===== src/rtl/serpent_pkg.sv =====
// Shared Serpent definitions: the 128-bit block type, rotate helpers, and the
// forward and inverse linear transforms.
// The inverse transform is split into two halves so it can be pipelined.
// Word packing: x0 = [127:96], x1 = [95:64], x2 = [63:32], x3 = [31:0].
package serpent_pkg;

  typedef logic [31:0] word_t;

  typedef struct packed {
    word_t x0;
    word_t x1;
    word_t x2;
    word_t x3;
  } block_t;

  function automatic word_t ror(input word_t x, input int unsigned n);
    return (x >> n) | (x << (32 - n));
  endfunction

  function automatic word_t rol(input word_t x, input int unsigned n);
    return (x << n) | (x >> (32 - n));
  endfunction

  // Forward linear transform used on the encryption side.
  function automatic block_t lt_fwd(input block_t b);
    block_t t;
    t    = b;
    t.x0 = rol(t.x0, 13);
    t.x2 = rol(t.x2, 3);
    t.x1 = t.x1 ^ t.x0 ^ t.x2;
    t.x3 = t.x3 ^ t.x2 ^ (t.x0 << 3);
    t.x1 = rol(t.x1, 1);
    t.x3 = rol(t.x3, 7);
    t.x0 = t.x0 ^ t.x1 ^ t.x3;
    t.x2 = t.x2 ^ t.x3 ^ (t.x1 << 7);
    t.x0 = rol(t.x0, 5);
    t.x2 = rol(t.x2, 22);
    return t;
  endfunction

  // First half of the inverse: undoes the last four forward steps.
  function automatic block_t inv_lt_s1(input block_t b);
    block_t t;
    t    = b;
    t.x2 = ror(t.x2, 22);
    t.x0 = ror(t.x0, 5);
    t.x2 = t.x2 ^ t.x3 ^ (t.x1 << 7);
    t.x0 = t.x0 ^ t.x1 ^ t.x3;
    return t;
  endfunction

  // Second half of the inverse: undoes the first six forward steps.
  function automatic block_t inv_lt_s2(input block_t b);
    block_t t;
    t    = b;
    t.x3 = ror(t.x3, 7);
    t.x1 = ror(t.x1, 1);
    t.x3 = t.x3 ^ t.x2 ^ (t.x0 << 3);
    t.x1 = t.x1 ^ t.x0 ^ t.x2;
    t.x2 = ror(t.x2, 3);
    t.x0 = ror(t.x0, 13);
    return t;
  endfunction

  function automatic block_t inv_lt(input block_t b);
    return inv_lt_s2(inv_lt_s1(b));
  endfunction

endpackage


===== src/rtl/serpent_pipe_stage.sv =====
// One pipeline stage: a data register plus its valid flag.
// Ports:
//   i_clk, i_rst_n : clock, async active-low reset
//   i_clear        : synchronous flush of the valid flag
//   i_load         : a new block enters this stage
//   i_drop         : the held block leaves this stage (ignored when i_load)
//   i_data         : block to capture on i_load
//   o_valid/o_data : registered valid flag and block
module serpent_pipe_stage
  import serpent_pkg::*;
(
  input  logic   i_clk,
  input  logic   i_rst_n,
  input  logic   i_clear,
  input  logic   i_load,
  input  logic   i_drop,
  input  block_t i_data,
  output logic   o_valid,
  output block_t o_data
);

  logic   vld_d, vld_q;
  block_t data_d, data_q;

  always_comb begin
    vld_d  = vld_q;
    data_d = data_q;
    if (i_clear) begin
      vld_d = 1'b0;
    end else if (i_load) begin
      vld_d = 1'b1;
    end else if (i_drop) begin
      vld_d = 1'b0;
    end
    // Data only moves on a real load; a flush leaves the register untouched.
    if (i_load && !i_clear) begin
      data_d = i_data;
    end
  end

  always_ff @(posedge i_clk or negedge i_rst_n) begin
    if (!i_rst_n) begin
      vld_q  <= 1'b0;
      data_q <= '0;
    end else begin
      vld_q  <= vld_d;
      data_q <= data_d;
    end
  end

  assign o_valid = vld_q;
  assign o_data  = data_q;

endmodule


===== src/rtl/serpent_inv_lt.sv =====
// Serpent inverse linear transform as a two-stage valid/ready pipeline.
// Stage 1 registers the first half of InvLT, stage 2 the second half.
// Ports:
//   i_clk, i_rst_n    : clock, async active-low reset
//   i_clear           : synchronous flush of both stages
//   i_valid/o_ready   : input handshake, i_data is the 128-bit block
//   o_valid/i_ready   : output handshake, o_data is the InvLT result
module serpent_inv_lt
  import serpent_pkg::*;
(
  input  logic         i_clk,
  input  logic         i_rst_n,
  input  logic         i_clear,
  input  logic         i_valid,
  output logic         o_ready,
  input  logic [127:0] i_data,
  output logic         o_valid,
  input  logic         i_ready,
  output logic [127:0] o_data
);

  logic   s1_vld, s2_vld;
  block_t s1_data, s2_data;
  logic   s2_load, in_fire, out_fire;

  // Stage 2 can take a block when it is empty or its block leaves this cycle;
  // o_ready follows i_ready combinationally so a full pipe streams without a bubble.
  assign s2_load  = s1_vld && (!s2_vld || i_ready);
  assign o_ready  = !s1_vld || !s2_vld || i_ready;
  assign in_fire  = i_valid && o_ready;
  assign out_fire = s2_vld && i_ready;

  serpent_pipe_stage u_s1 (
    .i_clk   (i_clk),
    .i_rst_n (i_rst_n),
    .i_clear (i_clear),
    .i_load  (in_fire),
    .i_drop  (s2_load),
    .i_data  (inv_lt_s1(block_t'(i_data))),
    .o_valid (s1_vld),
    .o_data  (s1_data)
  );

  serpent_pipe_stage u_s2 (
    .i_clk   (i_clk),
    .i_rst_n (i_rst_n),
    .i_clear (i_clear),
    .i_load  (s2_load),
    .i_drop  (out_fire),
    .i_data  (inv_lt_s2(s1_data)),
    .o_valid (s2_vld),
    .o_data  (s2_data)
  );

  assign o_valid = s2_vld;
  assign o_data  = s2_data;

endmodule


===== config.mk =====
export PLATFORM = sky130hd
export DESIGN_NAME = serpent_inv_lt
export DESIGN_NICKNAME = d
export VERILOG_FILES = /design/src/rtl/serpent_pkg.sv /design/src/rtl/serpent_pipe_stage.sv /design/src/rtl/serpent_inv_lt.sv
export SDC_FILE = /design/constraint.sdc
export NUM_CORES = 1
export LEC_CHECK = 0
export ABC_AREA = 1
export ABC_CLOCK_PERIOD_IN_PS = 1240
export BUFFER_PORTS_ARGS = -buffer_cell sky130_fd_sc_hd__buf_2
export CAP_MARGIN = 20
export CORE_MARGIN = 3
export CORE_UTILIZATION = 50
export DETAILED_ROUTE_END_ITERATION = 8
export HOLD_SLACK_MARGIN = 0.15
export MAX_ROUTING_LAYER = met4
export PLACE_DENSITY = 0.76
export SETUP_SLACK_MARGIN = 0.4
export SLEW_MARGIN = 20
export SYNTH_ARGS = -nofsm -noshare
export SYNTH_HDL_FRONTEND = slang
export SYNTH_HIERARCHICAL = 1
export SYNTH_SLANG_ARGS = --single-unit

===== constraint.sdc =====
create_clock -name i_clk -period 1.24 [get_ports i_clk]
set_input_delay 0.062 -clock i_clk [delete_from_list [all_inputs] [get_ports i_clk]]
set_output_delay 0.062 -clock i_clk [all_outputs]
set_load 0.01 [all_outputs]

Word level (Yosys, flattened, before mapping)
Index checks and enable logic that the tools add are counted.
- flip-flop bits (word level): 258
- input port bits: 133
- output and inout bits: 130
- logic and storage cells: 43
- mux-type cells: 6
- bitwise gates (word level): 14
- reductions and logical operators: 13
- operators with widths (cell ; number):
    32-bit XOR ; 8
    10-bit by 32-bit bitwise OR with 32-bit output ; 1
    19-bit by 32-bit bitwise OR with 32-bit output ; 1
    25-bit by 32-bit bitwise OR with 32-bit output ; 1
    27-bit by 32-bit bitwise OR with 32-bit output ; 1
    29-bit by 32-bit bitwise OR with 32-bit output ; 1
    31-bit by 32-bit bitwise OR with 32-bit output ; 1
    1-bit 2-to-1 mux ; 6
    3-bit nonzero test ; 2
    1-bit logical AND ; 5
    1-bit zero test ; 3
    1-bit logical OR ; 3

Depth between registers and ports, before layout
- word-level depth: 6
- gate-level depth with buffers: 8
- gate-level depth less buffers: 7

Modules after synthesis
The synthesis kept the hierarchy.
- modules (own cells, without submodules) (module ; times used ; cells each ; area each (um^2) ; seq. area each (um^2)):
    serpent_pipe_stage ; 2 ; 560 ; 5091.1 ; 3228.1
    serpent_inv_lt ; 1 ; 970 ; 4116.4 ; 0.0

Least setup slack after synthesis
OpenSTA, ideal clock, no wires.
- path kind: register to register
- from: reg u_s2.vld_q, in the netlist u_s2/o_valid
- to: reg u_s2.data_q, in the netlist u_s2/o_data[100]
- library setup time: 117 ps
- arrival time: 1263 ps
- required time: 1123 ps
- setup slack: -140 ps
- stages on the path, launching flop included: 7
- buffers on the path: 2
- clock period less this slack: 1380 ps
- cells stage by stage: dfrtp_1 a21boi_0 nand2_1 buf_4 buf_4 nand2_1 nand2_1
- longest elaborated chain between the ends: 4
- ends and longest elaborated chain (item ; RTL line ; source):
    from (decl) ; serpent_pipe_stage.sv:22 ; logic vld_d, vld_q;
    from (signal assigned) ; serpent_pipe_stage.sv:46 ; vld_q <= vld_d;
    1-bit zero test ; serpent_inv_lt.sv:28 ; assign s2_load = s1_vld && (!s2_vld || i_ready);
    1-bit logical OR ; serpent_inv_lt.sv:28 ;
    1-bit logical AND ; serpent_inv_lt.sv:28 ;
    net s2_load ; serpent_inv_lt.sv:24 ; logic s2_load, in_fire, out_fire;
    1-bit logical AND ; serpent_pipe_stage.sv:36 ; if (i_load && !i_clear) begin
    to (signal assigned) ; serpent_pipe_stage.sv:47 ; data_q <= data_d;
    to (decl) ; serpent_pipe_stage.sv:23 ; block_t data_d, data_q;
The timed path passes the listed nets, and every way through them passes these cells.
A chain may end at the register's enable or synchronous reset.

Worst setup path in the final report
- from: reg u_s2.vld_q, in the netlist u_s2/o_valid
- to: reg u_s1.data_q, in the netlist u_s1/o_data[37]
- longest elaborated chain between the ends: 5
- ends and longest elaborated chain (item ; RTL line ; source):
    1-bit zero test ; serpent_inv_lt.sv:29 ; assign o_ready = !s1_vld || !s2_vld || i_ready;
    1-bit logical OR (2 in a row) ; serpent_inv_lt.sv:29 ;
    1-bit logical AND ; serpent_inv_lt.sv:30 ; assign in_fire = i_valid && o_ready;
    net in_fire ; serpent_inv_lt.sv:24 ;
    1-bit logical AND ; serpent_pipe_stage.sv:36 ;
    to (signal assigned) ; serpent_pipe_stage.sv:47 ;
    to (decl) ; serpent_pipe_stage.sv:23 ;
The timed path passes the listed nets, and every way through them passes these cells.

==> impl_metrics.yaml <==
cts:
  path_clk_slew_ns: 0.07
  root_buffer: "clkbuf_16"
  numCtsBuffers: 29
  cts_sinks: 258
  max-clock-path-buffers: 3
  cts_htree_levels: 1
  cts_tree: "yes"
  clk_latency_ns: 0.57
  cts_hold_buffers: 132
synthesis:
  synth_top_family_by_area: "simple AND/OR/NAND/NOR gates"
  syn_nets: 2223
  synthTopCellsByArea: "dfrtp_1 (45%), nand2_1 (26%), nand3_1 (13%)"
  yosys.area_share.adder_pct: 0
  yosys.area_share.simple_pct: 44.2
  async_reset_ff_share_pct: 100
  synthMuxAreaShare_pct: 0
  synth_cell_type_count: 12
  synthXorXnorAreaFrac_pct: 0.613
  synth_top_area_share_pct: 45.2
  dominantRegCellSynth: "dfrtp_1"
  avgSynthCellArea_um2: 6.84
  synth_compound_area_share_pct: 0.0525
  yosysTopAreaCell: "dfrtp_1"
  ys_top_cells_by_count: "nand2_1 (1001), nand3_1 (375), dfrtp_1 (258)"
  syn_inst: 2090
  ys_ff_latch: 258
  synth_edf_count: 0
  synth_most_common_cell: "nand2_1"
  yosysSeqAreaShare_pct: 45.2
  synth_area_um2: 14300
  synth_warnings: 6
routing:
  ant_nets: 0
  dr.pass1.iters: 7
  wl_per_cell_um: 18.2
  remaining_drc_errors: 0
  routed_wl_um: 52700
  vias_per_cell: 5.46
  vias: 15800
  drtIter0Drc: 1931
placement:
  portBuffers: 262
  hpwl_um: 32500
  gp_congestion: 0.937
  dp_cells: 2687
cells_and_area:
  drive_gt1_share_pct: 26.0
  finish.utilization_pct: 69.7
  final_nets: 2631
  final_cells: 2900
  syn2layout_area_growth_pct: 36.5
sta:
  drv_slew: 0
  fin_tns_setup_ns: -25.67
  rsz0062_at_grt: "yes"
  final_period_minus_worst_setup_slack_ns: 1.43
  max_slew_margin_pct: 72.6
  fin_ws_ns: -0.186
  max_freq_mhz: 701
  whs_ns: 0.00744
  fin_skew_ns: 0.0189
  hold_viol_final: 0
  setup_viol: 258
  post-route-period-util_pct: 115
  tightest_slew_ns: 0.412
critical_path:
  worst_setup_path_end_kind: "flop"
  required_ns: 1.67
  path_max_fanout: 22
  critPathLaunchType: "flop"
  cp.arrival_ns: 1.85
  path_class: "reg2reg"
flow_run:
  maxCapViolCount: 0
global_route:
  antenna_found_initial: 3
  grt_max_degree: 64
  grt-ovfl-total: 0
  first_global_vias: 14900
  globalRouteTotalUtil_pct: 32.9
  grt_pass1_wl_um: 78900
outcome:
  violations: "setup timing"
  status: "finished with violations"
floorplan:
  die_height_um: 175
  dieArea_um2: 30700
  initial_core_util_pct: 51.0
  fp-row-count: 61
  die_w_um: 175
  core_um2: 28000
  design.portCount: 263
min_path:
  min_path_type: "in2async"
power_and_ir_drop:
  power.density_nw_per_um2: 1570
  max-vdd-ir-drop_mv: 0.930
  leakagePower_nw: 11.5
  power.total_mw: 30.6
[logic make-up (layout without fill, tap and decap cells)]
group	Yosys count	after routing
simple gates	1487	1488
xor+xnor	10	10
compound gates	1	1
other cells	0	3
flops	258	258
buf+inv	334	762
[critical path, stage by stage (launching register included)]
cell	delay, ns
dfrtp_2	0.44
nand3_2	0.10
and2_4	0.22
nand2_8	0.11
buf_12	0.18
nand2_1	0.14
nand2_2	0.10
[path summary, 6_finish.rpt]
path / startpoint / to / slack (ns) / depth (start not counted)
worst max-delay path: u_s2/o_valid$_DFFE_PN0P_ / u_s1/o_data[37]$_DFFE_PN0P_ / -0.19 / 6
worst min-delay path: i_rst_n / u_s2/o_data[124]$_DFFE_PN0P_ / 0.007 / 2
worst max register to register: u_s2/o_valid$_DFFE_PN0P_ / u_s1/o_data[37]$_DFFE_PN0P_ / -0.19 / 6
worst min register to register: u_s2/o_data[108]$_DFFE_PN0P_ / u_s2/o_data[108]$_DFFE_PN0P_ / 0.46 / 2
max in group asynchronous: i_rst_n / u_s2/o_data[92]$_DFFE_PN0P_ / 0.62 / 3
min in group i_clk: i_clear / u_s2/o_data[25]$_DFFE_PN0P_ / 0.15 / 5
[state kept, by name, indices dropped and copies added (netlist names)]
register	flops
u_s1/o_valid	1
u_s1/o_data	128
u_s2/o_data	128
u_s2/o_valid	1
[cell type report]
cell class                 count  area (um^2)
sequential                   258         6460
clock buffer                  39          843
timing repair buffer         460         3820
antenna                        3         7.51
fill                        2192         8490
clock inverter                13          153
inverter                     250          943
multi-input combinational   1499         6830
tap                          378          473
[metrics by stage]
| step | cell area, um^2 | setup slack, ns |
|---|---|---|
| finish | 19500 | -0.186 |
| CTS | 18900 | -0.125 |
| floorplan | 14500 | 0.00918 |
| global placement | 16200 | -0.0912 |
| global route | 19500 | -0.217 |
| detailed placement | 16200 | -0.110 |
[cells in the final DEF (no fill, tap or decap)]
cell	instances
buf_16	7
clkbuf_16	37
clkbuf_8	8
nand2_8	3
inv_8	1
nor2_1	1
nand2_1	936
nor2_4	1
inv_4	2
nand3_4	2
buf_6	6
and2_4	1
bufinv_16	3
a21boi_4	1
dfrtp_1	257
nand3_2	16
buf_4	18
clkinv_2	7
nand3_1	357
nand2_2	157
dlygate4sd3_1	132
buf_2	259
xor2_1	10
clkinvlp_4	1
inv_2	78
buf_12	24
dfrtp_2	1
bufbuf_16	2
inv_6	1
nand2_4	14
inv_1	170
buf_8	4
clkbuf_1	2
diode_2	3
[where the power goes]
group          internal [mW]  switching [mW]  leakage (nW)
registers               10.4            1.95          3.25
clock network           5.38            3.66         0.498
logic                   3.79            5.43          7.72
total                   19.6            11.1          11.5
[repair_timing]
action / 4_1_cts / 5_1_grt
pin swaps: 11 / 12
hold endpoints to repair: 396 / 32
setup endpoints to repair: 388 / 388
gates resized for setup: 19 / 109
buffers inserted: 6 / 0
gates cloned: 6 / 14
[routing by layer]
layer | global-route usage, % | vias to the layer above | part of all wire, %
li1 | - | 7244 | -
met2 | 50.5 | 1025 | 45
met5 | - | - | 0
met4 | 14.5 | 0 | 5.7
met3 | 4.76 | 268 | 10
met1 | 43.7 | 7309 | 39
Note: power is estimated with default switching activity, not from simulation.
